### config.mk
export PLATFORM = sky130hd
export DESIGN_NAME = if_fetch
export DESIGN_NICKNAME = d
export VERILOG_FILES = /design/src/rtl/if_fetch.sv
export SDC_FILE = /design/constraint.sdc
export NUM_CORES = 1
export LEC_CHECK = 0
export ABC_AREA = 1
export CAP_MARGIN = 10
export CELL_PAD_IN_SITES_DETAIL_PLACEMENT = 0
export CELL_PAD_IN_SITES_GLOBAL_PLACEMENT = 1
export CORE_ASPECT_RATIO = 0.75
export CORE_MARGIN = 2
export CORE_UTILIZATION = 34
export CTS_CLUSTER_DIAMETER = 150
export DETAILED_ROUTE_END_ITERATION = 10
export PLACE_DENSITY_LB_ADDON = 0.08
export SETUP_SLACK_MARGIN = 0.15
export SLEW_MARGIN = 15
export SYNTH_ARGS = -nofsm -noshare
export SYNTH_HDL_FRONTEND = slang
export SYNTH_SLANG_ARGS = --single-unit
### constraint.sdc
create_clock -name clk_i -period 2.55 [get_ports clk_i]
set_input_delay 0.765 -clock clk_i [delete_from_list [all_inputs] [get_ports clk_i]]
set_output_delay 0.765 -clock clk_i [all_outputs]
set_load 0.05 [all_outputs]
### src/rtl/if_fetch.sv
// Instruction-fetch stage: owns the fetch PC, runs a single-outstanding
// request/response handshake to instruction memory, applies decode redirects
// with delay-slot semantics and CP0 flushes, and loads the IF/ID register.
module if_fetch #(
  parameter logic [31:0] RESET_PC = 32'hBFC0_0000
) (
  input  logic        clk_i,
  input  logic        rst_i,
  input  logic        if_stall_i,
  input  logic        flush_i,
  input  logic [31:0] flush_pc_i,
  input  logic        id_redirect_i,
  input  logic [31:0] id_target_i,
  output logic        inst_req_o,
  output logic [31:0] inst_addr_o,
  input  logic        inst_addr_ok_i,
  input  logic        inst_data_ok_i,
  input  logic [31:0] inst_rdata_i,
  output logic        id_valid_o,
  output logic [31:0] id_instr_o,
  output logic [31:0] id_pc_o,
  output logic [31:0] id_pc4_o,
  output logic        id_adel_o,
  output logic        if_busy_o
);

  typedef enum logic [1:0] {
    S_REQ,     // request pending at the current pc
    S_WAIT,    // request accepted, awaiting the response word
    S_HOLD,    // response word buffered while decode is stalled
    S_DISCARD  // drop the in-flight response of a flushed fetch
  } state_t;

  state_t      state, state_nxt;
  logic [31:0] pc, pc_nxt;
  logic [31:0] pc_plus4;
  logic        pend_valid, pend_valid_nxt;
  logic [31:0] pend_addr, pend_addr_nxt;
  logic [31:0] hold_word;

  logic        misaligned;
  logic        deliverable;
  logic        deliver;
  logic        capture;
  logic        load_hold;
  logic [31:0] dlv_instr;
  logic        dlv_adel;

  assign misaligned = (pc[1:0] != 2'b00);
  assign pc_plus4   = pc + 32'd4;

  // A misaligned pc never reaches memory; it is delivered as an address error.
  assign inst_req_o  = (state == S_REQ) && !misaligned;
  assign inst_addr_o = pc;

  assign deliverable = (state == S_HOLD)
                     || ((state == S_WAIT) && inst_data_ok_i)
                     || ((state == S_REQ) && misaligned);
  assign if_busy_o   = !deliverable;

  // Flush outranks both delivery and redirect capture in the same cycle.
  assign deliver   = deliverable && !if_stall_i && !flush_i;
  assign capture   = id_redirect_i && !if_stall_i && !flush_i;
  assign load_hold = (state == S_WAIT) && inst_data_ok_i && if_stall_i && !flush_i;

  // Select the word handed to decode according to where it currently lives.
  always_comb begin
    dlv_instr = 32'd0;
    dlv_adel  = 1'b0;
    case (state)
      S_HOLD:  dlv_instr = hold_word;
      S_WAIT:  dlv_instr = inst_rdata_i;
      S_REQ:   dlv_adel  = misaligned;
      default: dlv_instr = 32'd0;
    endcase
  end

  // Next-state, next-pc and pending-redirect logic.
  always_comb begin
    // NOTE: every target gets a default first so no path leaves a latch behind.
    state_nxt      = state;
    pc_nxt         = pc;
    pend_valid_nxt = pend_valid;
    pend_addr_nxt  = pend_addr;

    if (flush_i) begin
      pc_nxt         = flush_pc_i;
      pend_valid_nxt = 1'b0;
      case (state)
        S_REQ:     state_nxt = (inst_req_o && inst_addr_ok_i) ? S_DISCARD : S_REQ;
        S_WAIT:    state_nxt = inst_data_ok_i ? S_REQ : S_DISCARD;
        S_HOLD:    state_nxt = S_REQ;
        S_DISCARD: state_nxt = inst_data_ok_i ? S_REQ : S_DISCARD;
        default:   state_nxt = S_REQ;
      endcase
    end else begin
      case (state)
        S_REQ:     if (inst_req_o && inst_addr_ok_i) state_nxt = S_WAIT;
        S_WAIT:    if (inst_data_ok_i) state_nxt = if_stall_i ? S_HOLD : S_REQ;
        S_HOLD:    if (!if_stall_i) state_nxt = S_REQ;
        S_DISCARD: if (inst_data_ok_i) state_nxt = S_REQ;
        default:   state_nxt = S_REQ;
      endcase

      // The delivered instruction is the delay slot; the redirect target
      // (pending, or captured this very cycle) is fetched right after it.
      if (deliver) begin
        if (capture)         pc_nxt = id_target_i;
        else if (pend_valid) pc_nxt = pend_addr;
        else                 pc_nxt = pc_plus4;
        pend_valid_nxt = 1'b0;
      end else if (capture) begin
        pend_valid_nxt = 1'b1;
        pend_addr_nxt  = id_target_i;
      end
    end
  end

  // Fetch control state register.
  always_ff @(posedge clk_i or negedge rst_i) begin
    // NOTE: sequential state uses non-blocking assignments so all registers
    // update together from pre-edge values.
    if (!rst_i) begin
      state      <= S_REQ;
      pc         <= RESET_PC;
      pend_valid <= 1'b0;
      pend_addr  <= 32'd0;
    end else begin
      state      <= state_nxt;
      pc         <= pc_nxt;
      pend_valid <= pend_valid_nxt;
      pend_addr  <= pend_addr_nxt;
    end
  end

  // Buffer the response word when decode is stalled at arrival.
  always_ff @(posedge clk_i) begin
    // NOTE: pure datapath buffer, no reset; it is only read in S_HOLD, which
    // can only be entered after it has been written.
    if (load_hold) hold_word <= inst_rdata_i;
  end

  // IF/ID pipeline register: deliver, insert a bubble, or hold under stall.
  always_ff @(posedge clk_i or negedge rst_i) begin
    if (!rst_i) begin
      id_valid_o <= 1'b0;
      id_instr_o <= 32'd0;
      id_pc_o    <= 32'd0;
      id_pc4_o   <= 32'd0;
      id_adel_o  <= 1'b0;
    end else if (flush_i) begin
      id_valid_o <= 1'b0;
    end else if (!if_stall_i) begin
      if (deliver) begin
        id_valid_o <= 1'b1;
        id_instr_o <= dlv_instr;
        id_pc_o    <= pc;
        id_pc4_o   <= pc_plus4;
        id_adel_o  <= dlv_adel;
      end else begin
        id_valid_o <= 1'b0;
        id_instr_o <= 32'd0;
        id_adel_o  <= 1'b0;
      end
    end
  end

endmodule
### Word-level counts from Yosys, hierarchy flattened

Cells that the tools add are included.

| storage, ports and cells | value |
|---|---|
| register bits after elaboration | 197 |
| input port bits | 103 |
| output and inout bits | 132 |
| word-level logic and storage cells | 71 |

| operators by class | value |
|---|---|
| add/sub/neg operators | 1 |
| equal/unequal tests | 8 |
| multiplexer cells | 24 |
| bitwise logic cells | 3 |
| reductions and logical operators | 25 |

Operators with widths:

| operator | number |
|---|---|
| $mux W32 | 5 |
| $pmux W32 S2 | 1 |
| $add A32 B3 Y32 const B | 1 |
| $mux W2 | 8 |
| $logic_and A1 B1 Y1 | 10 |
| $ne A3 B3 Y1 const B | 3 |
| $mux W1 | 8 |
| $pmux W2 S4 | 1 |
| $pmux W2 S3 | 1 |
| $reduce_and A3 Y1 | 2 |
| $eq A2 B2 Y1 const B | 2 |
| $logic_not A1 Y1 | 4 |
| $reduce_and A4 Y1 | 1 |
| $reduce_bool A2 Y1 | 2 |
| $ne A3 B2 Y1 const B | 1 |
| $not A1 Y1 | 3 |
| $reduce_bool A3 Y1 | 1 |
| $eq A2 B1 Y1 const B | 1 |
| $logic_not A2 Y1 | 1 |
| $logic_or A1 B1 Y1 | 2 |
| $ne A2 B1 Y1 const B | 1 |
| $reduce_and A2 Y1 | 1 |
| $reduce_or A2 Y1 | 1 |

### Logic depth before layout (Yosys ltp)

Gate-level depths: netlist of the first run.

| logic depth | value |
|---|---|
| word-level depth | 9 |
| mapped depth | 12 |
| depth with buffers taken out | 12 |

### Worst setup path before layout of the first run

Ideal clock, no wire load.

| timing path | value |
|---|---|
| kind | in2reg |
| start point | input flush_i |
| end point | register hold_word[0] (enable) |
| library setup time | 421 ps |
| arrival time | 2526 ps |
| required time | 2129 ps |
| setup slack | -397 ps |
| cell stages on the path | 4 |
| path buffers | 1 |
| path through | buf_2 nor2_1 inv_1 nor2_1 |

| on the way | value |
|---|---|
| word-level cells in the longest chain between the ends | 2 |

RTL lines:

| what | RTL line | text |
|---|---|---|
| start, declared | 10 | `input logic flush_i,` |
| $logic_not A1 Y1 | 64 | `assign load_hold = (state == S_WAIT) && inst_data_ok_i && if_stall_i && !flush_i;` |
| $logic_and A1 B1 Y1 | 64 |  |
| via load_hold | 45 | `logic load_hold;` |
| end signal, assigned | 140 | `if (load_hold) hold_word <= inst_rdata_i;` |
| end, declared | 39 | `logic [31:0] hold_word;` |

The timed path passes the listed nets, and every way through them passes these cells.
A chain may end at the register's enable or synchronous reset.

### Final worst setup path of the first run

| timing path | value |
|---|---|
| start point | register id_instr_o[7] |
| end point | output id_instr_o[7] |

RTL lines:

| what | RTL line | text |
|---|---|---|
| start, declared | 20 | `output logic [31:0] id_instr_o,` |
| start signal, assigned | 156 | `id_instr_o <= dlv_instr;` |

No word-level cell between the ends.

==> results.cfg, run 1 <==
[synth]
synth_nets = 1152
ys_async_sr_fraction_pct = 83.59
ys_seq_elements = 195
synth_seq_area_share_pct = 53.43
syn_inst = 1043
synth_edf_count = 32
synth_ff_type = dfrtp_1
ys_types = 41
netlist_area_um2 = 9453
syn_area_per_cell_um2 = 9.063
ys_warn_count = 0

[setup_path]
r2r-end = hold_word[6]$_DFFE_PP_
cp-end-kind = primary output
cp_top_family = buffers and inverters
reg2regPathDepth = 12
required_ns = 1.79
cp_max_fo = 2
crit_start = id_instr_o[7]$_DFFE_PN0P_
rrSetupSlack_ns = 0.26
cp_num_cells = 1
endpoint = id_instr_o[7]
cp_num_buf_inv = 1
worst_ep_arrival_time_ns = 1.58
start_kind = flip-flop
path_class = reg -> out
cp_slowest_stage_delay_ns = 0.80
worstReg2RegStart = state[1]$_DFFE_PN0P_
cp_cell_sequence = clkdlybuf4s50_1
cp_slowest_cell = clkdlybuf4s50_1

[global_route]
grt_overflow = 0
grt_pass1_wl_mm = 49.65
grt_pass1_vias = 7798
grt_util_all_layers_pct = 23.00
antenna_found_initial = 0
grt_max_degree = 77

[clock_network]
clockBufferDepth = 2
clk_pin_slew_ns = 0.07
cts_tree = done
cts_made_buffers = 17
cts-root-buf = clkbuf_16
h-tree-depth = 4
insertion_delay_ns = 0.45
cts.sink_count = 195

[power]
ir_drop_mv = 0.5505
switching_share_pct = 49.78
p_leak_nw = 6.642
comb_power_share_pct = 53.0
switchingPower_mw = 8.280
clkPwrFrac_pct = 15.5
seq_power_share_pct = 31.4
power.internal_mw = 8.353
power_density_nw_per_um2 = 1277

[routing]
drt-total-wl_mm = 33.08
drt_iter0_drc = 531
drcViolationCount = 0
drt-pass1-iter-count = 5
post_drt_wl_per_cell_um = 20.07
post_drt_via_cell_ratio = 5.004
dr_total_vias = 8247
ant_nets = 0

[timing]
slew_headroom_pct = 62.31
hold_viol_final = 0
fin_crit_sh_pct = 92.05
finClkSkew_ns = 0.01517
fin_tns_setup_ns = 0
drv_slew = 0
setup_viol = 0
clock.fmax_mhz = 426.0
worst_slew_pin_slew_ns = 0.5653
rsz0062_at_grt = no
period_needed_ns = 2.347

[finish]
layout_common_cells = 311 x nand2_1, 154 x dfrtp_1, 103 x clkdlybuf4s50_1, 89 x nor2_1, 57 x dlygate4sd2_1
final_cell_count_no_fill = 1648
drive_gt1_share_pct = 13.81
syn_to_final_growth_pct = 37.82
mostFrequentLayoutCell = nand2_1
fin_nets = 1392

[placement]
portBuffers = 234
dp_hpwl_mm = 24.42
dp.cells = 1605
place.gp.congestion = 0.8779

[floorplanning]
rows = 52
core_um2 = 27130
boundaryPins = 235
dieArea_um2 = 29170
die_x_um = 196.5
start_util_pct = 34.84
die_h_um = 148.4

[min_path]
hold_path_class = in -> async

[flow_run]
maxCapViolations = 0

[run_status]
status = complete, no violations
[area by class of cell]
class | count | area [um^2]
diodes | 1 | 2.502
clock inverters | 12 | 96.34
inverters | 57 | 216.5
clock buffers | 20 | 446.7
fillers | 2670 | 14100
multi-input cells | 727 | 3865
flip-flops and latches | 195 | 5051
well taps | 351 | 439.2
repair buffers | 285 | 2910
[power groups by stage]
stage	Sequential [mW]	Combinational [mW]	Clock (mW)
after floorplan	7.76	2.95	0
after global placement	5.28	8.87	0
after detailed placement	5.29	8.94	0
after CTS	5.22	8.82	2.67
after global routing	5.36	9.43	2.79
final	5.23	8.82	2.59
[kinds of logic (layout without fill, tap and decap cells)]
group	after synthesis	after routing	share of synthesized area (%)
adders and majority gates	6	6	0.7942
and+or+nand+nor	481	481	21.28
muxes	25	25	2.978
AOI/OAI and AO/OA	207	207	14.61
other	0	1	0
xor gates and xnor gates	8	8	0.7413
buffers and inverters	121	374	6.155
DFF	195	195	53.43
[sequential cells by signal (all words and copies together) (netlist names)]
signal	count
hold_word	32
id_adel_o	1
id_instr_o	32
id_pc4_o	30
id_pc_o	32
id_valid_o	1
inst_addr_o	32
pend_addr	32
pend_valid	1
state	2
[through the flow]
| step | setup WS [ns] | util (%) | total power [mW] | hold slack [ns] | area [um^2] |
|---|---|---|---|---|---|
| after global placement | 0.1065 | 45.31 | 14.15 | 0.4589 | 12290 |
| final | 0.2028 | 48.02 | 16.63 | 0.2303 | 13030 |
| after floorplan | 0.4384 | - | 10.71 | 0.4533 | 9465 |
| after detailed placement | 0.07739 | 45.31 | 14.22 | 0.4627 | 12290 |
| after global routing | 0.1518 | 48.01 | 17.58 | 0.2328 | 13030 |
| after CTS | 0.1514 | 47.35 | 16.71 | 0.2264 | 12850 |
[what timing repair did]
| item | CTS | global route |
|---|---|---|
| resized for setup | 63 | 58 |
| cloned | 0 | 1 |
| setup buffers | 7 | 2 |
| pin swaps | 1 | 1 |
| hold buffers | 0 | 0 |
| endpoints found under the setup margin | 58 | 87 |
[synth_stat cells (6+ instances only)]
cell type	instances	area share, %
nor2_4	7	0.83
or2_2	7	0.46
dfstp_2	9	2.5
nand2_1	312	12
buf_4	7	0.56
a31oi_1	20	1.3
a22o_1	32	3.0
ha_1	6	0.79
nor2_2	6	0.40
inv_1	50	2.0
mux2_2	23	2.7
o21ai_0	49	2.6
o211ai_1	9	0.71
buf_2	19	1.0
nand3_1	45	2.4
edfxtp_1	32	10
xor2_1	6	0.56
a32o_1	32	3.4
a21oi_1	39	2.1
nor2_1	90	3.6
dfrtp_1	154	41
clkbuf_1	27	1.1
buf_6	10	1.2
o21ai_1	19	1.0
[worst min-delay path by stage]
stage | start | endpoint | slack [ns]
after floorplan | pend_addr[10]$_DFFE_PN0P_ | pend_addr[10]$_DFFE_PN0P_ | 0.45
after global placement | id_pc4_o[6]$_DFFE_PN0P_ | id_pc4_o[6]$_DFFE_PN0P_ | 0.46
final | rst_i | id_instr_o[2]$_DFFE_PN0P_ | 0.23
after CTS | rst_i | id_instr_o[2]$_DFFE_PN0P_ | 0.23
after detailed placement | id_pc4_o[3]$_DFFE_PN0P_ | id_pc4_o[3]$_DFFE_PN0P_ | 0.46
after global routing | rst_i | id_instr_o[2]$_DFFE_PN0P_ | 0.23
[layer usage]
layer  routed length (um)  up-vias  share of wire (%)  GRT usage (%)
met5                    0        -                  0              0
met4                  163        0               0.49          3.674
met3                 2237       10                6.8          4.603
met2                12780      272                 39          29.70
met1                17900     3956                 54          38.74
li1                     -     4009                  -              -
Power figures use the tool's default switching activity.
==> run 2, diff against run 1 <==
Settings changed: PLACE_DENSITY_LB_ADDON 0.08 to 0.1.
==> run 2 against run 1 <==
Effect of this change:
- non-clock buffer count is 5 lower
- sequential share of layout area is 0.075 points higher
- clock power increased by 4%
- via count hardly changed
- total power up 0.41%
- cell count decreased by 0.30%
- count of clock-buffer cells in the layout fell by 1
- critical path depth is the same
- die area stayed put
- largest cell class unchanged
- highest routed layer is now met5
==> results.cfg, run 2 (same netlist as run 1, synthesis figures left out) <==
[run_status]
status = complete, no violations

[finish]
fin_nets = 1387
mostFrequentLayoutCell = nand2_1
drive_gt1_share_pct = 13.40
layout_common_cells = 311 x nand2_1, 154 x dfrtp_1, 101 x clkdlybuf4s50_1, 89 x nor2_1, 59 x dlygate4sd2_1
syn_to_final_growth_pct = 37.55

[setup_path]
start_kind = flip-flop
reg2regPathDepth = 11
worstReg2RegStart = inst_addr_o[2]$_DFFE_PN0N_
cp_slowest_cell = clkdlybuf4s50_1
rrSetupSlack_ns = 0.40
cp_max_fo = 2
cp_slowest_stage_delay_ns = 0.81
cp_top_family = buffers and inverters
required_ns = 1.79
path_class = reg -> out
cp_num_buf_inv = 1
cp-end-kind = primary output
r2r-end = inst_addr_o[20]$_DFFE_PN0N_
worst_ep_arrival_time_ns = 1.59
crit_start = id_instr_o[9]$_DFFE_PN0P_
cp_cell_sequence = clkdlybuf4s50_1

[placement]
dp_hpwl_mm = 24.62
place.gp.congestion = 0.8952
portBuffers = 234

[routing]
ant_nets = 0
drt-total-wl_mm = 32.87
drcViolationCount = 0
post_drt_via_cell_ratio = 5.016
post_drt_wl_per_cell_um = 20.01
dr_total_vias = 8242
drt_iter0_drc = 530
drt-pass1-iter-count = 5

[global_route]
grt_util_all_layers_pct = 22.85
antenna_found_initial = 2
grt_pass1_vias = 7741
grt_overflow = 0
grt_max_degree = 83
grt_pass1_wl_mm = 49.25

[timing]
fin_tns_setup_ns = 0
clock.fmax_mhz = 424.4
finClkSkew_ns = 0.01480
rsz0062_at_grt = yes
period_needed_ns = 2.356
drv_slew = 0
fin_crit_sh_pct = 92.41
hold_viol_final = 0
whs_ns = 0.2632
setup_viol = 0
worst_slew_pin_slew_ns = 0.6614
slew_headroom_pct = 55.91

[clock_network]
cts_made_buffers = 17
cts_tree = done
cts.sink_count = 195
clockBufferDepth = 2
h-tree-depth = 4
insertion_delay_ns = 0.44
cts-root-buf = clkbuf_16
clk_pin_slew_ns = 0.07

[floorplanning]
boundaryPins = 235
rows = 52
core_um2 = 27130
dieArea_um2 = 29170
start_util_pct = 34.84
die_x_um = 196.5
die_h_um = 148.4

[power]
ir_drop_mv = 0.5655
power_density_nw_per_um2 = 1284
finalPower_mw = 16.70
p_leak_nw = 6.625

[min_path]
hold_path_class = in -> async

[flow_run]
maxCapViolations = 0
run 2: final cells by class:
type                            instances  area (um^2)
Inverter                               57        216.5
Tap cell                              351        439.2
Clock inverter                         13        135.1
Sequential cell                       195         5051
Fill cell                            2674        14130
Multi-Input combinational cell        727         3852
Timing Repair Buffer                  280         2863
Antenna cell                            1        2.502
Clock buffer                           19        442.9
run 2: how the worst max path moves through the flow:
| stage | end | slack (ns) | cells past startpoint |
|---|---|---|---|
| after floorplan | inst_req_o | 0.44 | 3 |
| after global placement | if_busy_o | 0.05 | 5 |
| after detailed placement | if_busy_o | 0.05 | 5 |
| after CTS | id_pc4_o[10] | 0.15 | 1 |
| after global routing | inst_req_o | 0.14 | 4 |
| final | id_instr_o[9] | 0.19 | 1 |
run 2: per-stage QoR:
step / setup WS (ns) / cells / util (%) / area [um^2]
floorplan: 0.4384 / 1043 / - / 9465
detailed placement: 0.04919 / 1606 / 45.39 / 12320
global route: 0.1373 / 1642 / 47.92 / 13000
CTS: 0.1510 / 1640 / 47.39 / 12860
global placement: 0.04661 / 1606 / 45.39 / 12320
finish: 0.1936 / 1643 / 47.92 / 13000
run 2: what timing repair did:
item / 4_1_cts / 5_1_grt
pin swaps: 1 / 2
gates resized for setup: 66 / 57
hold buffers: 0 / 0
buffers inserted: 2 / 2
setup endpoints to repair: 62 / 55
hold endpoints to repair: 0 / 0
run 2: layer usage:
| metal | GRT usage (%) | vias up | part of all wire, % |
|---|---|---|---|
| met5 | 0 | - | 0.030 |
| met4 | 4.583 | 2 | 0.96 |
| met3 | 4.626 | 21 | 6.3 |
| met2 | 29.17 | 242 | 38 |
| met1 | 38.38 | 3980 | 55 |
| li1 | - | 3997 | - |
run 2: power by group:
part,internal [mW],total (mW),switching [mW]
Sequential,4.30,5.25,0.944
Clock,1.34,2.70,1.36
Combinational,2.73,8.76,6.03
